### src/rtl/cacheline_arbiter_rr_if.sv
// Cacheline arbiter bus: client-side request/return signals plus the
// adaptor-side strobe/response signals, bundled for the arbiter port.
//
// Handshake: a client raises cli_read or cli_write (level) together with
// its address/wdata slice and holds it until its cli_resp bit pulses for one
// cycle; cli_rdata is valid in that same cycle. Toward the adaptor,
// mmem_read/mmem_write stay high with mmem_address/mmem_wdata stable until
// the cycle in which mmem_resp is seen; mmem_rdata is valid with mmem_resp.
interface cacheline_arbiter_rr_if #(
    parameter int N_CLIENTS = 2,
    parameter int LINE_W    = 256,
    parameter int ADDR_W    = 32
);
    logic [N_CLIENTS-1:0]        cli_read;
    logic [N_CLIENTS-1:0]        cli_write;
    logic [N_CLIENTS*ADDR_W-1:0] cli_address;
    logic [N_CLIENTS*LINE_W-1:0] cli_wdata;
    logic [LINE_W-1:0]           cli_rdata;
    logic [N_CLIENTS-1:0]        cli_resp;

    logic                        mmem_read;
    logic                        mmem_write;
    logic [ADDR_W-1:0]           mmem_address;
    logic [LINE_W-1:0]           mmem_wdata;
    logic [LINE_W-1:0]           mmem_rdata;
    logic                        mmem_resp;

    // Arbiter side
    modport slave (
        input  cli_read, cli_write, cli_address, cli_wdata,
        input  mmem_rdata, mmem_resp,
        output cli_rdata, cli_resp,
        output mmem_read, mmem_write, mmem_address, mmem_wdata
    );

    // Environment side (caches + adaptor)
    modport master (
        output cli_read, cli_write, cli_address, cli_wdata,
        output mmem_rdata, mmem_resp,
        input  cli_rdata, cli_resp,
        input  mmem_read, mmem_write, mmem_address, mmem_wdata
    );
endinterface

### src/rtl/cacheline_arbiter_rr.sv
// N-client round-robin cacheline arbiter between private L1 caches and the
// single cacheline adaptor. One transaction in flight at a time:
// IDLE -> ISSUE -> DONE -> IDLE. All outputs are registered.
// Optional feature macro: ARB_PERF_CNT_EN (per-client saturating grant
// counters on perf_grant_cnt; tied to 0 when undefined).
module cacheline_arbiter_rr #(
    parameter int N_CLIENTS = 2,
    parameter int LINE_W    = 256,
    parameter int ADDR_W    = 32
) (
    input  logic                    clk,
    input  logic                    rst,
    cacheline_arbiter_rr_if.slave   bus,
    output logic [N_CLIENTS*32-1:0] perf_grant_cnt,
    output logic [1:0]              state_dbg
);

    // A single client still needs a 1-bit grant index.
    localparam int IDX_W = (N_CLIENTS > 1) ? $clog2(N_CLIENTS) : 1;
    localparam logic [IDX_W-1:0] RR_RESET = IDX_W'(N_CLIENTS - 1);

    typedef enum logic [1:0] {
        ST_IDLE  = 2'd0,
        ST_ISSUE = 2'd1,
        ST_DONE  = 2'd2
    } state_t;

    state_t               state;
    logic [IDX_W-1:0]     rr_ptr;
    logic [IDX_W-1:0]     grant_q;
    logic                 op_write_q;
    logic                 mmem_read_q;
    logic                 mmem_write_q;
    logic [ADDR_W-1:0]    addr_q;
    logic [LINE_W-1:0]    wdata_q;
    logic [LINE_W-1:0]    rdata_q;
    logic [N_CLIENTS-1:0] resp_q;

    logic [N_CLIENTS-1:0] req;
    logic                 grant_valid;
    logic [IDX_W-1:0]     grant_idx;
    logic [ADDR_W-1:0]    sel_addr;
    logic [LINE_W-1:0]    sel_wdata;
    logic                 sel_write;
    logic [N_CLIENTS-1:0] grant_onehot;

    assign req = bus.cli_read | bus.cli_write;

    // Round-robin search: first requester after rr_ptr, wrapping modulo N_CLIENTS.
    always_comb begin
        int cand;
        grant_valid = 1'b0;
        grant_idx   = '0;
        for (int k = 1; k <= N_CLIENTS; k++) begin
            cand = int'(rr_ptr) + k;
            if (cand >= N_CLIENTS) cand = cand - N_CLIENTS;
            for (int i = 0; i < N_CLIENTS; i++) begin
                if (!grant_valid && (i == cand) && req[i]) begin
                    grant_valid = 1'b1;
                    grant_idx   = IDX_W'(i);
                end
            end
        end
    end

    // Mux the winning client's address, write line and op; write beats read.
    always_comb begin
        sel_addr  = '0;
        sel_wdata = '0;
        sel_write = 1'b0;
        for (int i = 0; i < N_CLIENTS; i++) begin
            if (IDX_W'(i) == grant_idx) begin
                sel_addr  = bus.cli_address[i*ADDR_W +: ADDR_W];
                sel_wdata = bus.cli_wdata[i*LINE_W +: LINE_W];
                sel_write = bus.cli_write[i];
            end
        end
    end

    // One-hot form of the registered grant, used for the completion pulse.
    always_comb begin
        grant_onehot = '0;
        for (int i = 0; i < N_CLIENTS; i++) begin
            if (IDX_W'(i) == grant_q) grant_onehot[i] = 1'b1;
        end
    end

    // Arbitration FSM with registered strobes, return data and response pulse.
    always_ff @(posedge clk) begin
        if (rst) begin
            state        <= ST_IDLE;
            rr_ptr       <= RR_RESET;
            grant_q      <= '0;
            op_write_q   <= 1'b0;
            mmem_read_q  <= 1'b0;
            mmem_write_q <= 1'b0;
            addr_q       <= '0;
            wdata_q      <= '0;
            rdata_q      <= '0;
            resp_q       <= '0;
        end else begin
            case (state)
                ST_IDLE: begin
                    resp_q <= '0;
                    if (grant_valid) begin
                        grant_q      <= grant_idx;
                        op_write_q   <= sel_write;
                        addr_q       <= sel_addr;
                        wdata_q      <= sel_wdata;
                        mmem_read_q  <= ~sel_write;
                        mmem_write_q <= sel_write;
                        state        <= ST_ISSUE;
                    end
                end
                ST_ISSUE: begin
                    // Address/wdata come from registers, so client-side
                    // changes during the transfer cannot disturb it.
                    if (bus.mmem_resp) begin
                        mmem_read_q  <= 1'b0;
                        mmem_write_q <= 1'b0;
                        rdata_q      <= op_write_q ? '0 : bus.mmem_rdata;
                        rr_ptr       <= grant_q;
                        resp_q       <= grant_onehot;
                        state        <= ST_DONE;
                    end
                end
                ST_DONE: begin
                    // Requests are ignored here; the winner drops its request now.
                    resp_q <= '0;
                    state  <= ST_IDLE;
                end
                default: begin
                    resp_q       <= '0;
                    mmem_read_q  <= 1'b0;
                    mmem_write_q <= 1'b0;
                    state        <= ST_IDLE;
                end
            endcase
        end
    end

    assign bus.mmem_read    = mmem_read_q;
    assign bus.mmem_write   = mmem_write_q;
    assign bus.mmem_address = addr_q;
    assign bus.mmem_wdata   = wdata_q;
    assign bus.cli_rdata    = rdata_q;
    assign bus.cli_resp     = resp_q;
    assign state_dbg        = state;

`ifdef ARB_PERF_CNT_EN
    logic [31:0] cnt_q [N_CLIENTS];

    // Count grants on entry to ISSUE, saturating at all-ones.
    always_ff @(posedge clk) begin
        if (rst) begin
            for (int i = 0; i < N_CLIENTS; i++) cnt_q[i] <= '0;
        end else if (state == ST_IDLE && grant_valid) begin
            for (int i = 0; i < N_CLIENTS; i++) begin
                if (IDX_W'(i) == grant_idx && cnt_q[i] != 32'hFFFF_FFFF) begin
                    cnt_q[i] <= cnt_q[i] + 32'd1;
                end
            end
        end
    end

    // Pack the counters onto the flat output bus.
    always_comb begin
        perf_grant_cnt = '0;
        for (int i = 0; i < N_CLIENTS; i++) perf_grant_cnt[i*32 +: 32] = cnt_q[i];
    end
`else
    assign perf_grant_cnt = '0;
`endif

    // A client asking for read and write at once is a cache bug; the write is served.
    rw_conflict_a: assert property (@(posedge clk) disable iff (rst)
        (state != ST_IDLE) || ((bus.cli_read & bus.cli_write) == '0))
        else $warning("cacheline_arbiter_rr: read and write requested together, write served");

endmodule

### src/flat_wrapper.sv
// flat-port wrapper written by rule: the top's interface ports become plain ports
module cacheline_arbiter_rr_flat 
#(
    parameter int N_CLIENTS = 2,
    parameter int LINE_W    = 256,
    parameter int ADDR_W    = 32
)
  (clk, rst, perf_grant_cnt, state_dbg, bus_cli_read, bus_cli_write, bus_cli_address, bus_cli_wdata, bus_mmem_rdata, bus_mmem_resp, bus_cli_rdata, bus_cli_resp, bus_mmem_read, bus_mmem_write, bus_mmem_address, bus_mmem_wdata);
  cacheline_arbiter_rr_if #(.N_CLIENTS(N_CLIENTS), .LINE_W(LINE_W), .ADDR_W(ADDR_W)) bus_i ();
  input  logic clk;
  input  logic rst;
  output logic [N_CLIENTS*32-1:0] perf_grant_cnt;
  output logic [1:0] state_dbg;
  input wire logic [$bits(bus_i.cli_read)-1:0] bus_cli_read;
  input wire logic [$bits(bus_i.cli_write)-1:0] bus_cli_write;
  input wire logic [$bits(bus_i.cli_address)-1:0] bus_cli_address;
  input wire logic [$bits(bus_i.cli_wdata)-1:0] bus_cli_wdata;
  input wire logic [$bits(bus_i.mmem_rdata)-1:0] bus_mmem_rdata;
  input wire logic [$bits(bus_i.mmem_resp)-1:0] bus_mmem_resp;
  output wire logic [$bits(bus_i.cli_rdata)-1:0] bus_cli_rdata;
  output wire logic [$bits(bus_i.cli_resp)-1:0] bus_cli_resp;
  output wire logic [$bits(bus_i.mmem_read)-1:0] bus_mmem_read;
  output wire logic [$bits(bus_i.mmem_write)-1:0] bus_mmem_write;
  output wire logic [$bits(bus_i.mmem_address)-1:0] bus_mmem_address;
  output wire logic [$bits(bus_i.mmem_wdata)-1:0] bus_mmem_wdata;
  assign bus_i.cli_read = bus_cli_read;
  assign bus_i.cli_write = bus_cli_write;
  assign bus_i.cli_address = bus_cli_address;
  assign bus_i.cli_wdata = bus_cli_wdata;
  assign bus_i.mmem_rdata = bus_mmem_rdata;
  assign bus_i.mmem_resp = bus_mmem_resp;
  assign bus_cli_rdata = bus_i.cli_rdata;
  assign bus_cli_resp = bus_i.cli_resp;
  assign bus_mmem_read = bus_i.mmem_read;
  assign bus_mmem_write = bus_i.mmem_write;
  assign bus_mmem_address = bus_i.mmem_address;
  assign bus_mmem_wdata = bus_i.mmem_wdata;
  cacheline_arbiter_rr #(.N_CLIENTS(N_CLIENTS), .LINE_W(LINE_W), .ADDR_W(ADDR_W)) u_core (.clk(clk), .rst(rst), .bus(bus_i), .perf_grant_cnt(perf_grant_cnt), .state_dbg(state_dbg));
endmodule
### config.mk
export PLATFORM = sky130hd
export DESIGN_NAME = cacheline_arbiter_rr_flat
export DESIGN_NICKNAME = d
export VERILOG_FILES = /design/src/rtl/cacheline_arbiter_rr_if.sv /design/src/rtl/cacheline_arbiter_rr.sv /design/src/flat_wrapper.sv
export SDC_FILE = /design/constraint.sdc
export NUM_CORES = 1
export LEC_CHECK = 0
export ABC_AREA = 1
export CAP_MARGIN = 0
export CORE_AREA = 2 2 571 573
export CTS_BUF_LIST = sky130_fd_sc_hd__clkbuf_8
export DETAILED_ROUTE_END_ITERATION = 16
export DIE_AREA = 0 0 573 575
export DONT_BUFFER_PORTS = 1
export PLACE_DENSITY_LB_ADDON = 0.08
export SETUP_SLACK_MARGIN = 0.15
export SYNTH_ARGS = -nofsm -noshare
export SYNTH_HDL_FRONTEND = slang
export SYNTH_SLANG_ARGS = --single-unit
### constraint.sdc
create_clock -name clk -period 3.7 [get_ports clk]
set_input_delay 0.74 -clock clk [delete_from_list [all_inputs] [get_ports clk]]
set_output_delay 0.74 -clock clk [all_outputs]
set_load 0.005 [all_outputs]
After elaboration in Yosys (flattened, before gate mapping)
Index checks and enable logic that the tools add are counted.

word-level totals
  flip-flop bits (word level) = 553
  bits of input ports = 839

operators by class
  add/sub/neg operators = 4
  order comparisons = 2
  equality and inequality tests = 6
  muxes and demuxes = 23
  bitwise gates (word level) = 4
  reduce and logical (&&, ||, !) cells = 18

operators by type and width
  cell                                                                      number
  256-bit two-way mux                                                       2
  32-bit two-way mux                                                        3
  2-bit by 32-bit equality test with 1-bit output (first input constant)    2
  32-bit by 3-bit >= comparator with 1-bit output (second input constant)   2
  32-bit zero test                                                          2
  32-bit by 3-bit subtractor with 32-bit output (second input constant)     2
  1-bit two-way mux                                                         13
  1-bit logical AND                                                         7
  1-bit case mux with 3 select lines                                        2
  2-bit AND reduction                                                       3
  2-bit two-way mux                                                         2
  2-bit case mux with 2 select lines                                        1
  1-bit by 2-bit adder with 3-bit output (second input constant)            1
  1-bit zero test                                                           3
  1-bit NOT                                                                 3
  3-bit AND reduction                                                       1
  1-bit by 1-bit adder with 2-bit output (second input constant)            1
  2-bit by 1-bit equality test with 1-bit output (second input constant)    1
  2-bit equality test (second input constant)                               1
  2-bit zero test                                                           1
  2-bit by 1-bit inequality test with 1-bit output (second input constant)  1
  2-bit inequality test (second input constant)                             1
  2-bit bitwise OR                                                          1
  2-bit OR reduction                                                        1

Longest topological paths before layout
Gate-level depths: netlist of the first run.

  word-level depth = 22
  mapped depth = 10
  mapped depth without buffers = 8

Least setup slack after synthesis of the first run
Ideal clock, no wire load.

  kind = in2reg
  start = input bus_cli_read[1]
  end = register u_core.wdata_q[218] (netlist: u_core.bus.mmem_wdata[218])
  setup time = 0.115 ns
  arrival time = 1.690 ns
  required time = 3.585 ns
  path slack = 1.896 ns
  cell stages on the path = 9
  buffers on the path = 3
  path through = inv_1 nand2_1 o21bai_4 inv_2 buf_6 buf_6 buf_4 o21ai_1 nor2_1

on the way
  cells in the longest elaborated chain, start to end = 12

ends and longest elaborated chain
  element                                                            line                         text
  from (decl)                                                        flat_wrapper.sv:14           input wire logic [$bits(bus_i.cli_read)-1:0] bus_cli_read;
  2-bit bitwise OR *                                                 cacheline_arbiter_rr.sv:47   assign req = bus.cli_read | bus.cli_write;
  1-bit logical AND                                                  cacheline_arbiter_rr.sv:58   if (!grant_valid && (i == cand) && req[i]) begin
  1-bit two-way mux                                                  cacheline_arbiter_rr.sv:58
  1-bit zero test                                                    cacheline_arbiter_rr.sv:58
  1-bit logical AND (2 in a row)                                     cacheline_arbiter_rr.sv:58
  1-bit two-way mux                                                  cacheline_arbiter_rr.sv:58
  1-bit zero test                                                    cacheline_arbiter_rr.sv:58
  1-bit logical AND (2 in a row)                                     cacheline_arbiter_rr.sv:58
  1-bit two-way mux                                                  cacheline_arbiter_rr.sv:58
  256-bit two-way mux / 2-bit AND reduction (equally long branches)  --
  to (signal assigned)                                               cacheline_arbiter_rr.sv:109  wdata_q <= sel_wdata;
  to (decl)                                                          cacheline_arbiter_rr.sv:35   logic [LINE_W-1:0] wdata_q;

Mark *: on every way between the ends. The rest lies on a longest branch, timed or not.
A chain may end at the register's enable or synchronous reset.

Worst setup path after layout of the first run
  start = register u_core.state[0] (netlist: u_core.state_dbg[0])
  end = register u_core.wdata_q[180] (netlist: u_core.bus.mmem_wdata[180])

on the way
  cells in the longest elaborated chain, start to end = 2

ends and longest elaborated chain
  element                        line                         text
  from (decl)                    cacheline_arbiter_rr.sv:28   state_t state;
  from (signal assigned)         cacheline_arbiter_rr.sv:91   state <= ST_IDLE;
  from (signal assigned)         cacheline_arbiter_rr.sv:112  state <= ST_ISSUE;
  from (signal assigned)         cacheline_arbiter_rr.sv:124  state <= ST_DONE;
  2-bit zero test                cacheline_arbiter_rr.sv:102  case (state)
  2-bit AND reduction (no line)  --

Every way passes these cells.

==> results of run 1 <==
through the flow:
stage	total power [W]	hold WS [ps]
floorplan	0.00916	423
global placement	0.0109	463
detailed placement	0.0109	461
CTS	0.0204	0.221
global route	0.0209	48.7
finish	0.0195	121
state kept, by name, summed over array words and instances, names as in the netlist:
| name | cells |
|---|---|
| u_core.op_write_q | 1 |
| u_core.bus.mmem_address | 32 |
| u_core.bus.mmem_wdata | 256 |
| u_core.grant_q | 1 |
| u_core.rr_ptr | 1 |
| u_core.bus.cli_resp | 2 |
| u_core.state_dbg | 2 |
| u_core.bus.mmem_read | 1 |
| u_core.bus.cli_rdata | 256 |
| u_core.bus.mmem_write | 1 |
placed cells by master (no fill, tap or decap), drive strengths merged, types with 4 or more instances in the layout:
| cell type | instances |
|---|---|
| buf | 64 |
| inv | 356 |
| diode | 31 |
| dfxtp | 553 |
| a21oi | 58 |
| nand2 | 851 |
| clkinvlp | 4 |
| conb | 64 |
| o21ai | 496 |
| dlygate4sd3 | 715 |
| nor2 | 866 |
| clkbuf | 164 |
| clkinv | 12 |
| nand3 | 256 |
synthesized netlist by cell type:
| cell type | n |
|---|---|
| nand3b_1 | 1 |
| o21ai_0 | 422 |
| o21bai_4 | 1 |
| clkinv_1 | 1 |
| nor2_2 | 1 |
| buf_4 | 69 |
| buf_2 | 68 |
| inv_1 | 296 |
| a21oi_1 | 58 |
| o22ai_1 | 1 |
| nand3_1 | 256 |
| buf_1 | 9 |
| inv_2 | 5 |
| conb_1 | 1 |
| dfxtp_1 | 553 |
| nand2_1 | 849 |
| nand2_2 | 2 |
| nor2_1 | 865 |
| clkbuf_1 | 155 |
| o21ai_1 | 74 |
| buf_6 | 33 |
logic make-up after synthesis:
family | Yosys count
simple gates | 1974
buf+inv | 636
compound gates | 556
flops | 553
other cells | 1
worst max-delay path, cell delays in order (launching register included):
cell and delay [ps]:
dfxtp_1 370, inv_2 100, nand2_1 70, o21bai_4 220
inv_8 310, buf_12 300, buf_4 350, nand2_1 90
nor2_1 80, dlygate4sd3_1 550, nor2_1 40
power by group:
part | leakage [nW] | total [W] | switching, W | internal [W]
combinational | 10.2 | 0.00385 | 0.00223 | 0.00162
sequential | 4.55 | 0.00773 | 0.00111 | 0.00662
clock | 1.56 | 0.00792 | 0.00369 | 0.00423
total | 16.3 | 0.0195 | 0.00703 | 0.0125
routing by layer:
metal,part of all wire,up-vias
li1,-,12802
met1,0.41,12437
met2,0.46,1119
met3,0.11,272
met4,0.023,26
met5,0.00092,-
worst paths after layout:
kind / from / endpoint / slack, ps / cells after the start
worst max-delay path: u_core.state_dbg[0]$_SDFFE_PP0P_ / u_core.bus.mmem_wdata[180]$_SDFFE_PP0P_ / 860 / 10
worst min-delay path: rst / u_core.bus.mmem_read$_SDFFE_PP0P_ / 120 / 3
worst max register to register: u_core.state_dbg[0]$_SDFFE_PP0P_ / u_core.bus.mmem_wdata[180]$_SDFFE_PP0P_ / 860 / 10
worst min register to register: u_core.rr_ptr$_SDFFE_PP1P_ / u_core.rr_ptr$_SDFFE_PP1P_ / 460 / 2
cell type report:
type                            count  share of cell area
Timing Repair Buffer              779               0.202
Antenna cell                       31             0.00198
Clock buffer                      164              0.0577
Inverter                          302              0.0297
Multi-Input combinational cell   2594               0.276
Tap cell                         4325               0.138
Clock inverter                     73              0.0109
Sequential cell                   553               0.283
==> metrics list, run 1 <==
- Clock latency on the worst-skew pair: 860 ps
- Wire length of the first global-routing pass: 256 mm
- The total area inside the core boundary comes to 323000 µm².
- In this run the count of I/O pins placed on the die edge is 1453.
* Core utilization of the finished layout: 0.121
- The synthesized design contains 553 register bits.
* Category of the worst setup path capture point: flip-flop
* Number of sinks on the clock net: 553
- Of the total synthesized cell area, the portion taken by AND, OR, NAND and NOR gates is 0.315.
- Averaged over all synthesized cells, the footprint is 6.61 µm².
- Detail Route Antenna Nets: 0
* Aggregate global routing overflow: 0
- Buffer cell driving the clock tree root: clkbuf_8
* Cell types occupying the most area after synthesis: dfxtp_1 (45%), nor2_1 (13%), nand2_1 (13%)
* Unrepaired setup endpoints after global routing: false
* Largest net degree at the start of global routing: 146
- The finished cells cover 39100 µm².
* Cts repair resizes: 0
- Least-Margin Pin Slew: 1120 ps
- Fraction of the mapped netlist area in compound gates: 0.114
- Total die area: 329000 µm²
* Cell row count: 209
* Syn. warnings: 0
* Gr usage total: 0.113
- Fraction of the mapped netlist area in adder cells: 0
* Placed cell areas: 29200 µm²
* Via count: 26656
- Fill cells in the final layout number 37918.
* Cell total after placement: 7837
* Initial Util: 0.0761
- The biggest area contributor in the post-synthesis netlist is dfxtp_1.
- Excluding fillers, the count of instances in the completed layout stands at 8821.
- Total CTS buffers: 143
- Met1 GRT Util: 0.131
- Setup violations remaining at the end of the flow were counted as 0.
- Most crowded layer after global routing: met2
- Gate count after technology mapping: 3720
* WL/cell: 22.1 µm
- Tightest Hold Check Type: in -> reg
* CTS tree: yes
- Startpoint types: flip-flop
- The first TritonRoute pass finished after 5 iterations.
- Leakage component of the power: 16.3 nW
- Relative to the synthesized area, the layout overhead comes to 59.1%.
- Clock slew seen by the registers of the worst setup and hold paths: 50 ps
- Total wirelength of the detailed-routed design: 195 mm
* Arrival time reported for the critical path endpoint: 3560 ps
- Worst slack, placed: 1030 ps
* Result of the run: completed
* # nets final: 5212
* Combinational family with the most area after synthesis: simple AND/OR/NAND/NOR gates
- The clock arrives with 52.7 ps of skew.
* Dpl hpwl: 152 mm
* Final hold violation count: 0
- Mux contribution to synthesized area: 0
- Post-CTS Hold Fix Bufs: 716
- Input and output buffers added on the ports amount to 0.
- After detailed routing, the number of vias per cell comes to 3.02.
- Max FO, Critical Path: 52
- Horizontal die dimension: 573 µm
* Via count of the first global-routing pass: 27631
* Part of the cycle the worst path needs: 0.767
- Post-synth design cell area: 24600 µm²
* Count of final max-slew check failures: 0
- PnR worst setup slack: 863 ps
* Share of synthesized area occupied by flip-flops and latches: 0.450
- Total setup buffers inserted after CTS: 0
- Routability-driven placement finished with a final weighted congestion of 0.827.
- The initial antenna violation count is 85.
- Worst ir drop on vdd: 0.184 mV
- The share of synthesized area in the top cell type comes to 0.450.
- After layout, the minimum clock period comes to 2840 ps.
- Xor-xnor portion of the synthesized cell area: 0
* Peak Freq: 353 MHz
* Worst relative slew slack: 0.255
- The setup path with the least slack is of type reg -> reg.
- In this run the power density over the cells is 498 nW/µm².
* CTS H-tree depth: 4
* Number of unique standard cell types used by synthesis: 21
- Number of max-cap violations: 0
* Detailed Route Iter0 Violations: 1342
* Footprint of the multi-input gates: 10800 µm²
- Vertical die dimension: 575 µm
- Largest buffer count on any clock path: 4
- Total Neg Setup Slack: 0 ps
* Count of unresolved DRC violations after routing: 0
- In the final layout, the share of cells above drive strength 1 is 0.0587.
- Global Route met3 Usage: 0.0558
- Met2 Resource Use GR: 0.185
- Required time at the worst-slack endpoint: 4430 ps
- Flip-flop and latch area: 11100 µm²
Power figures use the tool's default switching activity.
==> run 2: changes to the inputs <==
- ABC_AREA: 1 -> 0
- CORE_AREA: 2 2 571 573 -> 2 2 563 565
- DIE_AREA: 0 0 573 575 -> 0 0 565 567
- clock period: 3.7 -> 2.3 ns (I/O delays scaled with it)
==> run 2 against run 1 <==
Effect of this change: the flow now finishes with violations (negative hold slack, max-slew violations); first-iteration DRC count fell by 2.8%; non-clock buffer count increased by 248; clock-buffer cell count up 4; critical path depth down 4; wire length is 4.6% higher; clock skew grew 24 ps; sequential cell count unchanged; sequential power is 54% higher; core utilization increased by 0.49 points; global-route usage rose by 0.65 points; maximum frequency rose by 34%; critical endpoint is now u_core.bus.cli_rdata[207]$_SDFFE_PP0P_; largest cell class unchanged; highest routed layer unchanged.
==> metrics list, run 2 <==
- Clock slew seen by the registers of the worst setup and hold paths: 60 ps
* Result of the run: complete, but fails checks
- Fill cells: 36132
- The first TritonRoute pass finished after 5 iterations.
- IR analysis of the VDD net gives a maximum drop of 0.314 mV.
- Arrival time reported for the critical path endpoint: 2880 ps
- For this run, the total global-route usage over all layers was measured as 0.120.
- Count of buffers from port buffering: 0
* Worst-case register-to-register setup slack: 180 ps
* P&R area growth vs syn: 75.4%
- # nets final: 4171
- Number of synthesized flops with an enable pin: 0
- Category of the worst setup path capture point: flip-flop
- Share of flip-flops with an asynchronous set or reset after synthesis: 0
* Initial Util: 0.0718
- Peak Freq: 471 MHz
- Once detailed placement completed, the half-perimeter wirelength came to 158 mm.
- Total wirelength of the detailed-routed design: 204 mm
* Critical path class: reg -> reg
* Post-layout min period: 2120 ps
- The endpoint identified for the worst register-to-register timing path is u_core.bus.cli_rdata[207]$_SDFFE_PP0P_.
* Antenna violations before repair: 69
- For this block, the via count after detailed routing is 25235.
- Failing checks: negative hold slack, max-slew violations
- After technology mapping, the gate count stands at 2488.
- Routability-driven placement finished with a final weighted congestion of 0.763.
- Tightest Hold Check Type: in -> reg
* Most repeated cell in the gate-level netlist after synthesis: dfxtp_1
- The floorplan has 206 rows.
- Met2 Resource Use GR: 0.223
- Detail Route Antenna Nets: 0
- After global routing the overflow that remains totals 0.
- Via count of the first global-routing pass: 26710
* Startpoint types: flip-flop
- No sink is reached through more buffers than the 4 on the longest clock path.
- Least-Margin Pin Slew: 1570 ps
- For this run, global-route usage on met1 was measured as 0.124.
* Number of unique standard cell types used by synthesis: 30
- Detail-routed via count per cell: 3.32
- The number of hold violations in the final report came to 25.
* Total CTS buffers: 138
- Required time at the worst-slack endpoint: 3060 ps
* Post-synth design cell area: 22500 µm²
- Entering global routing, the biggest net connects 347 pins.
- Syn. warnings: 0
* Core utilization of the finished layout: 0.126
- Number of max-cap violations: 0
* Worst relative slew slack: -0.0460
- The H-tree was split into 4 levels.
- Mapped Avg Cell Area: 9.06 µm²
- Crit-path slowest cell: dlygate4sd3_1
- In the post-synthesis netlist, the biggest area contributors are dfxtp_1 (49%), a311oi_1 (11%), a22o_1 (8.0%).
* Part of the cycle the worst path needs: 0.923
- Traced cell by cell, the critical path runs through buf_4, and3b_2, clkbuf_16, nand3b_1, a21oi_1, dlygate4sd3_1.
- Primary flip-flop cell chosen by synthesis mapping: dfxtp_1
* Reg-to-Reg Start: u_core.state_dbg[0]$_SDFFE_PP0P_
- Measured along the y axis, the die boundary spans 567 µm.
- Clock latency on the worst-skew pair: 910 ps
* Post-synth top area share: 0.491
- Commonest cells after routing, fill and taps aside: dlygate4sd3_1 (826), dfxtp_1 (525), a21oi_1 (342)
- Most crowded layer after global routing: met2
- Detailed Route Iter0 Violations: 1305
- PnR worst setup slack: 178 ps
- Number of synthesized register bits: 553
* Dominant cell type by area after synthesis: dfxtp_1
- Number of instances on the worst hold path: 1
* Worst slack, placed: 111 ps
- Hold path endpoint: u_core.bus.mmem_wdata[243]$_SDFFE_PP0P_
- The number of cells on the worst reg-to-reg path is 6.
- CTS tree: yes
- Sorting the synthesized cells by how often they occur yields dfxtp_1 (553), a21oi_1 (342), o21ai_0 (292).
* Min-delay src: rst
- Hold timing on the final database bottoms out at a slack of -290 ps.
- Most common cell after layout, fill and taps aside: dlygate4sd3_1
- In the final layout, the share of cells above drive strength 1 is 0.125.
* Horizontal die dimension: 565 µm
- Number of sinks on the clock net: 553
- Along the worst path, the maximum fanout reaches 25.
* WL/cell: 26.8 µm
- Number of setup violations in the final report: 0
- Longest individual stage delay on the worst path: 590 ps
- In this run the standard cell core region covers 314000 µm².
- Total die area: 320000 µm²
- The first global-routing pass estimated 263 mm of wire.
- In the routed design, unresolved DRC markers number 0.
* Global Route met3 Usage: 0.0411
- Share of synthesized area occupied by flip-flops and latches: 0.491
- Count of final max-slew check failures: 65
* Buffer cell driving the clock tree root: clkbuf_8
* Worst clock skew: 76.6 ps
- In the final timing run, aggregate negative setup slack is 0 ps.
* Power per unit of standard cell area: 762 nW/µm²
* IO Count: 1453
* Leakage component of the power: 13.5 nW
- Setup repair after global routing left no endpoint under its margin.
## run 2: changes by cell type after synthesis, moves of 13 or more
cell,previous run,this run
nor2_1,865,7
nand2_1,849,52
inv_1,296,2
a311oi_1,0,288
a21oi_1,58,342
a22o_1,0,205
o21ai_0,422,292
clkbuf_1,155,262
o21ai_1,74,0
nand3b_1,1,52
buf_6,33,0
nand3_1,256,289
buf_2,68,55
## run 2: power by group
part / internal [W] / switching [W] / leakage, nW
Clock: 0.00689 / 0.00593 / 1.50
Combinational: 0.00241 / 0.00298 / 7.42
Sequential: 0.0105 / 0.00145 / 4.56
## run 2: critical path: cells and delay by family (launching register included)
family	cells	cell delay, ps
AO/OA/AOI/OAI	1	180
buffers and inverters	3	1020
flip-flops	1	400
AND/OR/NAND/NOR	2	410
## run 2: what timing repair did
item / 4_1_cts / 5_1_grt
endpoints found under the hold margin: 553 / 186
resized for setup: 29 / 3
hold buffers: 796 / 30
gates cloned: 0 / 1
pin swaps: 0 / 1
endpoints found under the setup margin: 28 / 39
setup buffers: 0 / 1
## run 2: worst max path at each step
stage / startpoint / end / slack (ps) / cells past startpoint
finish: u_core.state_dbg[0]$_SDFFE_PP0P_ / u_core.bus.cli_rdata[207]$_SDFFE_PP0P_ / 180 / 6
global route: u_core.state_dbg[0]$_SDFFE_PP0P_ / u_core.bus.cli_rdata[207]$_SDFFE_PP0P_ / 130 / 6
CTS: u_core.bus.mmem_wdata[226]$_SDFFE_PP0P_ / bus_mmem_wdata[226] / 150 / 0
detailed placement: bus_cli_write[0] / u_core.bus.mmem_wdata[50]$_SDFFE_PP0P_ / 110 / 6
global placement: bus_cli_write[0] / u_core.bus.mmem_wdata[50]$_SDFFE_PP0P_ / 100 / 6
floorplan: bus_mmem_resp / u_core.bus.cli_rdata[108]$_SDFFE_PP0P_ / 420 / 7
## run 2: per-stage QoR
stage | instance area [µm²] | instances | power (W) | hold WS [ps]
4_1_cts | 39100 | 7540 | 0.0312 | -479
3_5_place_dp | 28400 | 6524 | 0.0164 | 464
2_1_floorplan | 22800 | 2551 | 0.0135 | 448
5_1_grt | 39500 | 7599 | 0.0318 | -426
3_3_place_gp | 28400 | 6524 | 0.0165 | 464
6_report | 39500 | 7605 | 0.0301 | -290
## run 2: layout make-up
cell class	count	area, µm²	share of cell area
antenna	33	82.6	0.00209
clock buffer	168	2310	0.0585
clock inverter	52	350	0.00886
inverter	2	7.51	0.000190
multi-input combinational	1610	10000	0.253
sequential	553	11100	0.281
tap	4160	5200	0.132
timing repair buffer	1027	10500	0.265
## run 2: cell families after synthesis
group / after synthesis / synth area share
buffers and inverters: 388 / 0.0783
DFF: 553 / 0.491
muxes: 2 / 0.000888
AOI/OAI and AO/OA: 1134 / 0.335
and+or+nand+nor: 410 / 0.0947
other: 1 / 0.000166
## run 2: per-layer routing
| metal | routed length (µm) | vias to the layer above | part of all wire |
|---|---|---|---|
| met5 | 41 | - | 0.00020 |
| met4 | 6400 | 6 | 0.031 |
| met3 | 17700 | 302 | 0.087 |
| met2 | 105000 | 1311 | 0.52 |
| met1 | 74500 | 12408 | 0.37 |
| li1 | - | 11208 | - |
